### src/rtl/reg_pkg.sv
// Shared types for the parallel register unload path.
// Optional parity framing is selected with REG_SERIAL_UNLOAD_PARITY_EN.
package reg_pkg;

  typedef enum logic [1:0] {
    IDLE  = 2'd0,
    SHIFT = 2'd1,
    PAR   = 2'd2
  } unload_state_t;

  localparam int REG_W = 8;

endpackage

### src/rtl/bit_counter.sv
// Bit position counter with synchronous clear and enable.
// The terminal count flags position N-1; advancing past it wraps to 0.
module bit_counter
  import reg_pkg::*;
#(
  parameter int N = REG_W
) (
  input  logic clk,
  input  logic clear_n,
  input  logic clr,
  input  logic en,
  output logic tc
);

  localparam int CW = $clog2(N);
  localparam logic [CW-1:0] TERM = CW'(N - 1);

  logic [CW-1:0] count;

  always_ff @(posedge clk) begin
    if (!clear_n) begin
      count <= '0;
    end else if (clr) begin
      count <= '0;
    end else if (en) begin
      count <= tc ? '0 : count + 1'b1;
    end
  end

  assign tc = (count == TERM);

endmodule

### src/rtl/reg_serial_unload.sv
// Serialises a captured N-bit register word LSB first, with zero-gap back-to-back frames.
// Defining REG_SERIAL_UNLOAD_PARITY_EN appends an even-parity bit to each frame.
module reg_serial_unload
  import reg_pkg::*;
#(
  parameter int N = REG_W
) (
  input  logic         clk,
  input  logic         clear_n,
  input  logic [N-1:0] in,
  input  logic         load,
  output logic         ready,
  input  logic         shift_en,
  output logic         sout,
  output logic         sout_valid,
  output logic         last,
  output logic         busy
);

  unload_state_t state;
  logic [N-1:0]  shreg;
  logic          tc;
  logic          accept;

`ifdef REG_SERIAL_UNLOAD_PARITY_EN
  logic par_bit;
`endif

  // Handshake: a word transfers on a posedge where load & ready; ready is
  // combinational so a new word can land on the same edge the last bit leaves.
  assign ready  = clear_n & ((state == IDLE) | (last & shift_en));
  assign accept = load & ready;
  assign busy   = (state != IDLE);

  bit_counter #(.N(N)) u_bit_counter (
    .clk     (clk),
    .clear_n (clear_n),
    .clr     (accept),
    .en      (shift_en & (state == SHIFT)),
    .tc      (tc)
  );

  always_comb begin
    sout       = 1'b0;
    sout_valid = 1'b0;
    last       = 1'b0;
    case (state)
      SHIFT: begin
        sout       = shreg[0];
        sout_valid = 1'b1;
`ifndef REG_SERIAL_UNLOAD_PARITY_EN
        last       = tc;
`endif
      end
`ifdef REG_SERIAL_UNLOAD_PARITY_EN
      PAR: begin
        sout       = par_bit;
        sout_valid = 1'b1;
        last       = 1'b1;
      end
`endif
      default: ;
    endcase
  end

  always_ff @(posedge clk) begin
    if (!clear_n) begin
      state <= IDLE;
      shreg <= '0;
    end else if (accept) begin
      state <= SHIFT;
      shreg <= in;
    end else if (shift_en) begin
      case (state)
        SHIFT: begin
          shreg <= shreg >> 1;
          if (tc) begin
`ifdef REG_SERIAL_UNLOAD_PARITY_EN
            state <= PAR;
`else
            state <= IDLE;
`endif
          end
        end
        PAR:     state <= IDLE;
        default: ;
      endcase
    end
  end

`ifdef REG_SERIAL_UNLOAD_PARITY_EN
  // Parity is taken from the captured word, since in may change after acceptance.
  always_ff @(posedge clk) begin
    if (!clear_n) begin
      par_bit <= 1'b0;
    end else if (accept) begin
      par_bit <= ^in;
    end
  end
`endif

endmodule

### config.mk
export PLATFORM = sky130hd
export DESIGN_NAME = reg_serial_unload
export DESIGN_NICKNAME = d
export VERILOG_FILES = /design/src/rtl/reg_pkg.sv /design/src/rtl/bit_counter.sv /design/src/rtl/reg_serial_unload.sv
export SDC_FILE = /design/constraint.sdc
export NUM_CORES = 1
export LEC_CHECK = 0
export CORE_AREA = 2 2 41 43
export CTS_BUF_LIST = sky130_fd_sc_hd__clkbuf_4
export DETAILED_ROUTE_END_ITERATION = 10
export DIE_AREA = 0 0 43 45
export GPL_TIMING_DRIVEN = 0
export PLACE_DENSITY = 0.72
export RECOVER_POWER = 100
export SETUP_SLACK_MARGIN = 0.15
export SYNTH_ARGS = -nofsm -noshare
export SYNTH_HDL_FRONTEND = slang
export SYNTH_SLANG_ARGS = --single-unit
### constraint.sdc
create_clock -name clk -period 2.1 [get_ports clk]
set_input_delay 0.42 -clock clk [delete_from_list [all_inputs] [get_ports clk]]
set_output_delay 0.42 -clock clk [all_outputs]
set_load 0.05 [all_outputs]
# Word-level counts from Yosys, hierarchy flattened
# Cells that the tools add are included.
[word_totals]
register_bits = 13
latchBits = 0
ramBits = 0
romBits = 0
in_bits = 12
output_inout_bits = 5
elab_cells = 37
mem_count = 0
[op_classes]
addsub = 1
mul = 0
div_mod_pow = 0
n_lt_le_gt_ge = 0
n_eq_ne = 5
shifts = 0
muxes = 11
bitwise = 6
reduce_logical = 10
[ops]
columns = ["operator", "count"]
rows = [
  ["2-to-1 mux 8 bit", 3],
  ["nonzero test 2 bit", 4],
  ["AND reduction 3 bit", 2],
  ["2-to-1 mux 1 bit", 5],
  ["bitwise AND 1 bit", 4],
  ["case mux 2 bit (2 select lines)", 1],
  ["adder 3 x 1 -> 3 bit, second input constant", 1],
  ["== test 3 bit, second input constant", 1],
  ["2-to-1 mux 3 bit", 1],
  ["!= test 3 bit, second input constant", 1],
  ["nonzero test 3 bit", 1],
  ["== test 2 x 1 -> 1 bit, second input constant", 1],
  ["== test 2 bit, second input constant", 1],
  ["logical NOT 2 bit", 1],
  ["2-to-1 mux 2 bit", 1],
  ["!= test 2 bit, second input constant", 1],
  ["AND reduction 2 bit", 1],
  ["OR reduction 2 bit", 1],
  ["NOT 1 bit", 1],
  ["OR 1 bit", 1],
]

# Logic depth before layout (Yosys ltp)
[logic_depth]
word_depth = 8
depth_mapped = 6
ltp_nobuf = 5

# Hierarchy
# From an unflattened synthesis, not the netlist that was laid out.
[unflattened]
hier_cells = 70
area_unflattened_um2 = 648.1
[modules_own_cells]
columns = ["mod", "n_inst", "cells_per_inst", "area_per_inst_um2", "seq_area_each_um2"]
rows = [
  ["reg_serial_unload", 1, 56, 500.5, 180.2],
  ["bit_counter", 1, 14, 147.6, 60.1],
]

# Least setup slack after synthesis
# No wires, ideal clock.
[synth_path]
path_type = "reg-to-output"
start = "register state[0]"
end = "output ready"
arrival_time_ps = 1659
t_required_ps = 1680
setup_slack_ps = 21
stages_incl_launch_ff = 5
path_buffers = 2
path_cell_list = "dfxtp_1 > buf_6 > a21boi_4 > buf_6 > nor2b_1"
[synth_between]
elab_chain_cells = 5
elab_cells_between_ends = 6
cone_classes = "eq/ne (1); mux (1); bitwise (3); reduce/logical (1)"
[synth_rtl]
columns = ["element", "line", "text"]
rows = [
  ["start: declaration", "reg_serial_unload.sv:20", "unload_state_t state;"],
  ["start signal: assignment", "reg_serial_unload.sv:68", "state <= IDLE;"],
  ["start signal: assignment", "reg_serial_unload.sv:71", "state <= SHIFT;"],
  ["start signal: assignment", "reg_serial_unload.sv:81", "state <= IDLE;"],
  ["== test 2 x 1 -> 1 bit", "reg_serial_unload.sv:47", "case (state)"],
  ["2-to-1 mux 1 bit", "reg_serial_unload.sv:47", ""],
  ["bitwise AND 1 bit", "reg_serial_unload.sv:31", "assign ready = clear_n & ((state == IDLE) | (last & shift_en));"],
  ["OR 1 bit *", "reg_serial_unload.sv:31", ""],
  ["bitwise AND 1 bit *", "reg_serial_unload.sv:31", ""],
  ["end: declaration", "reg_serial_unload.sv:12", "output logic ready,"],
]
# Mark *: on every way between the ends. The rest lies on a longest branch, timed or not.

# Final worst setup path
[layout_path]
start = "register state[0]"
end = "output busy"
[layout_between]
elab_chain_cells = 1
[layout_rtl]
columns = ["element", "line", "text"]
rows = [
  ["nonzero test 2 bit", "reg_serial_unload.sv:33", "assign busy = (state != IDLE);"],
  ["end: declaration", "reg_serial_unload.sv:17", "output logic busy"],
]
# No other way between the ends.

==> out/results.txt <==
Finished Cell Area -> 840 µm²
DRC -> 0
I/O pins -> 17
Switching share of power -> 0.283
P_leak -> 0.368 nW
Drt first pass iters -> 4
CTS clock-pin slew for the worst setup and hold paths -> 0.08 ns
Final-report setup violation count -> 0
Max-cap viol count -> 0
H-tree depth -> 1
Syn Inst Count -> 63
Slew Limit Fails -> 0
First-pass GRT wire length -> 2050 µm
Share of post-route cells with drive strength above 1 -> 0.241
CP cell instances -> dlygate4sd3_1
Seq cells post-synth -> 12
Initial Util -> 0.441
CTS tree -> yes
Fmax -> 526 MHz
Slew @ Worst Pin -> 0.499 ns
DR iter-0 viols -> 5
Gpl congestion -> 0.698
Fin crit share -> 0.904
Clock latency on the worst-skew pair -> 0.28 ns
Clk root buf -> clkbuf_4
Total grt overflow -> 0
Final Total Pwr -> 0.000510 W
CORE AREA -> 1470 µm²
Final WL -> 1210 µm
Min-delay worst type -> in -> reg
Post-synthesis cell area -> 649 µm²
Critical Path Sink Type -> primary output
Combinational Power Share -> 0.222
Switching pwr -> 0.000144 W
Sequential area share after synthesis -> 0.370
Area growth syn-to-layout -> 29.3%
Top Family by Delay on Critical Path -> buffers and inverters
Syn Area/Cell -> 10.3 µm²
Die W -> 43 µm
Net count, final -> 98
Placed Area -> 822 µm²
Internal power -> 0.000366 W
Maximum number of pins on one net before global-route repair -> 11
Clock power share -> 0.289
Status -> finished, final reports clean
Slowest cell on crit path -> dlygate4sd3_1
Crit-path max cell delay -> 0.87 ns
Vias/cell -> 5.31
Placed cell count -> 94
Vias post-DR -> 526
RSZ-0062 raised after global routing -> no
Final Hold Fails -> 0
Yosys Warn Count -> 0
Register share of total power -> 0.489
Synth cell types -> 23
Skew final -> 0.00878 ns
DPL Wire Length -> 883 µm
Slew HR -> 0.666
Number of global-route vias before repair -> 490
Area of the die -> 1940 µm²
Final TNS setup -> 0 ns
Total CTS buffers -> 3
PwrDens -> 608 nW/µm²
Floorplan row count -> 14
Port bufs -> 15
Wirelength per Cell -> 12.3 µm
WP buf/inv -> 1
Ant diodes -> 0
Chip Height -> 45 µm
Syn nets -> 77
CP Launch Type -> register
Initial antenna violation count -> 0
Final std cells w/o fill -> 99
Arrival @ worst endpoint -> 1.48 ns
Crit Path Class -> reg -> out
Maximum VDD drop -> 0.000355 V
Worst path required time -> 1.68 ns
Crit Path Max Fanout -> 3
Clock net sink count -> 12
Total GRT Usage -> 0.147
CTS max path bufs -> 2
Tmin final -> 1.90 ns
Routed Antenna Nets -> 0
==> path summary, 6_finish.rpt <==
path / startpoint / to / slack, ns / depth (start not counted)
setup / recovery: state[0] / busy / 0.20 / 1
hold reg to reg: u_bit_counter.count[1] / u_bit_counter.count[1] / 0.49 / 2
setup reg to reg: u_bit_counter.count[1] / u_bit_counter.count[0] / 0.62 / 6
hold / removal: shift_en / u_bit_counter.count[2] / 0.49 / 3
==> Yosys cell counts, drive strengths merged <==
cell    count  area, µm²
bufinv      1       17.5
nand3       2       10.0
o221ai      1       8.76
dfxtp      12        240
clkbuf      1       7.51
nor2b       1       6.26
nand2b      1       6.26
o21a        1       7.51
o31ai       7       52.6
nand4       1       6.26
a21oi       9       52.6
mux2i       9       90.1
buf         4       35.0
o21ai       1       16.3
nand2       4       22.5
a21boi      1       18.8
and2        3       18.8
ha          2       25.0
nor2        2       7.51
==> timing repair <==
item                                    in CTS  in global routing
resized for setup                           12                  9
buffers inserted                             0                  1
gates cloned                                 0                  0
endpoints found under the setup margin       4                  2
hold buffers                                 0                  0
==> area by class of cell <==
type / instances / area [µm²]
Buffer: 5 / 40.0
Clock buffer: 3 / 22.5
Clock inverter: 1 / 3.75
Fill cell: 157 / 632
Inverter: 1 / 5.00
Multi-Input combinational cell: 45 / 355
Sequential cell: 12 / 241
Tap cell: 16 / 20.0
Timing Repair Buffer: 16 / 151
==> sequential cells by signal (all words and copies together) (netlist names) <==
name                 flops
state                    1
u_bit_counter.count      3
shreg                    8
==> power groups by stage <==
stage	Combinational, W	Sequential (W)	Clock, W
CTS	0.000118	0.000250	0.000152
global placement	0.000119	0.000255	0
finish	0.000113	0.000250	0.000147
floorplan	0.0000766	0.000258	0
detailed placement	0.000121	0.000255	0
global route	0.000124	0.000252	0.000167
==> worst reg2reg max path: cells and delay by family (launching register included) <==
kind	cells	cell delay, ns
adders and majority gates	2	0.35
DFF	1	0.34
and+or+nand+nor	1	0.09
buffers and inverters	1	0.13
AOI/OAI and AO/OA	2	0.45
==> per-layer routing <==
metal  GRT usage  routed length [µm]  up-vias
li1            -                   -      268
met1       0.167                 558      243
met2       0.239                 565       13
met5           0                   0        -
met3      0.0640                  69        2
met4      0.0727                  19        0
==> cell usage in the layout (no fill, tap or decap), drive strengths merged <==
| cell type | Yosys | routed |
|---|---|---|
| nand3 | 2 | 2 |
| clkbuf | 1 | 6 |
| nand2 | 4 | 4 |
| nand2b | 1 | 1 |
| and2 | 3 | 3 |
| o221ai | 1 | 1 |
| nand4 | 1 | 1 |
| o21ai | 1 | 1 |
| clkinv | 0 | 1 |
| ha | 2 | 2 |
| dlygate4sd3 | 0 | 2 |
| mux2i | 9 | 9 |
| clkdlybuf4s50 | 0 | 9 |
| nor2 | 2 | 2 |
| dfxtp | 12 | 12 |
| buf | 4 | 5 |
| o21a | 1 | 1 |
| a21oi | 9 | 9 |
| o31ai | 7 | 7 |
| clkinvlp | 0 | 1 |
| nor2b | 1 | 1 |
| dlygate4sd2 | 0 | 2 |
| a21boi | 1 | 1 |
==> through the flow <==
stage	util	hold WS (ns)	worst slack (ns)
2_1_floorplan	-	0.451	0.279
3_3_place_gp	0.559	0.461	-0.423
3_5_place_dp	0.559	0.465	-0.423
4_1_cts	0.568	0.476	0.00355
5_1_grt	0.571	0.493	0.0780
6_report	0.571	0.489	0.201
==> kinds of logic after synthesis <==
logic type                 Yosys count  share of synthesized area
buffers and inverters                6                     0.0925
muxes                                9                      0.139
adders and majority gates            2                     0.0385
DFF                                 12                      0.370
and+or+nand+nor                     14                      0.119
AOI/OAI and AO/OA                   20                      0.241
Power figures use the tool's default switching activity.
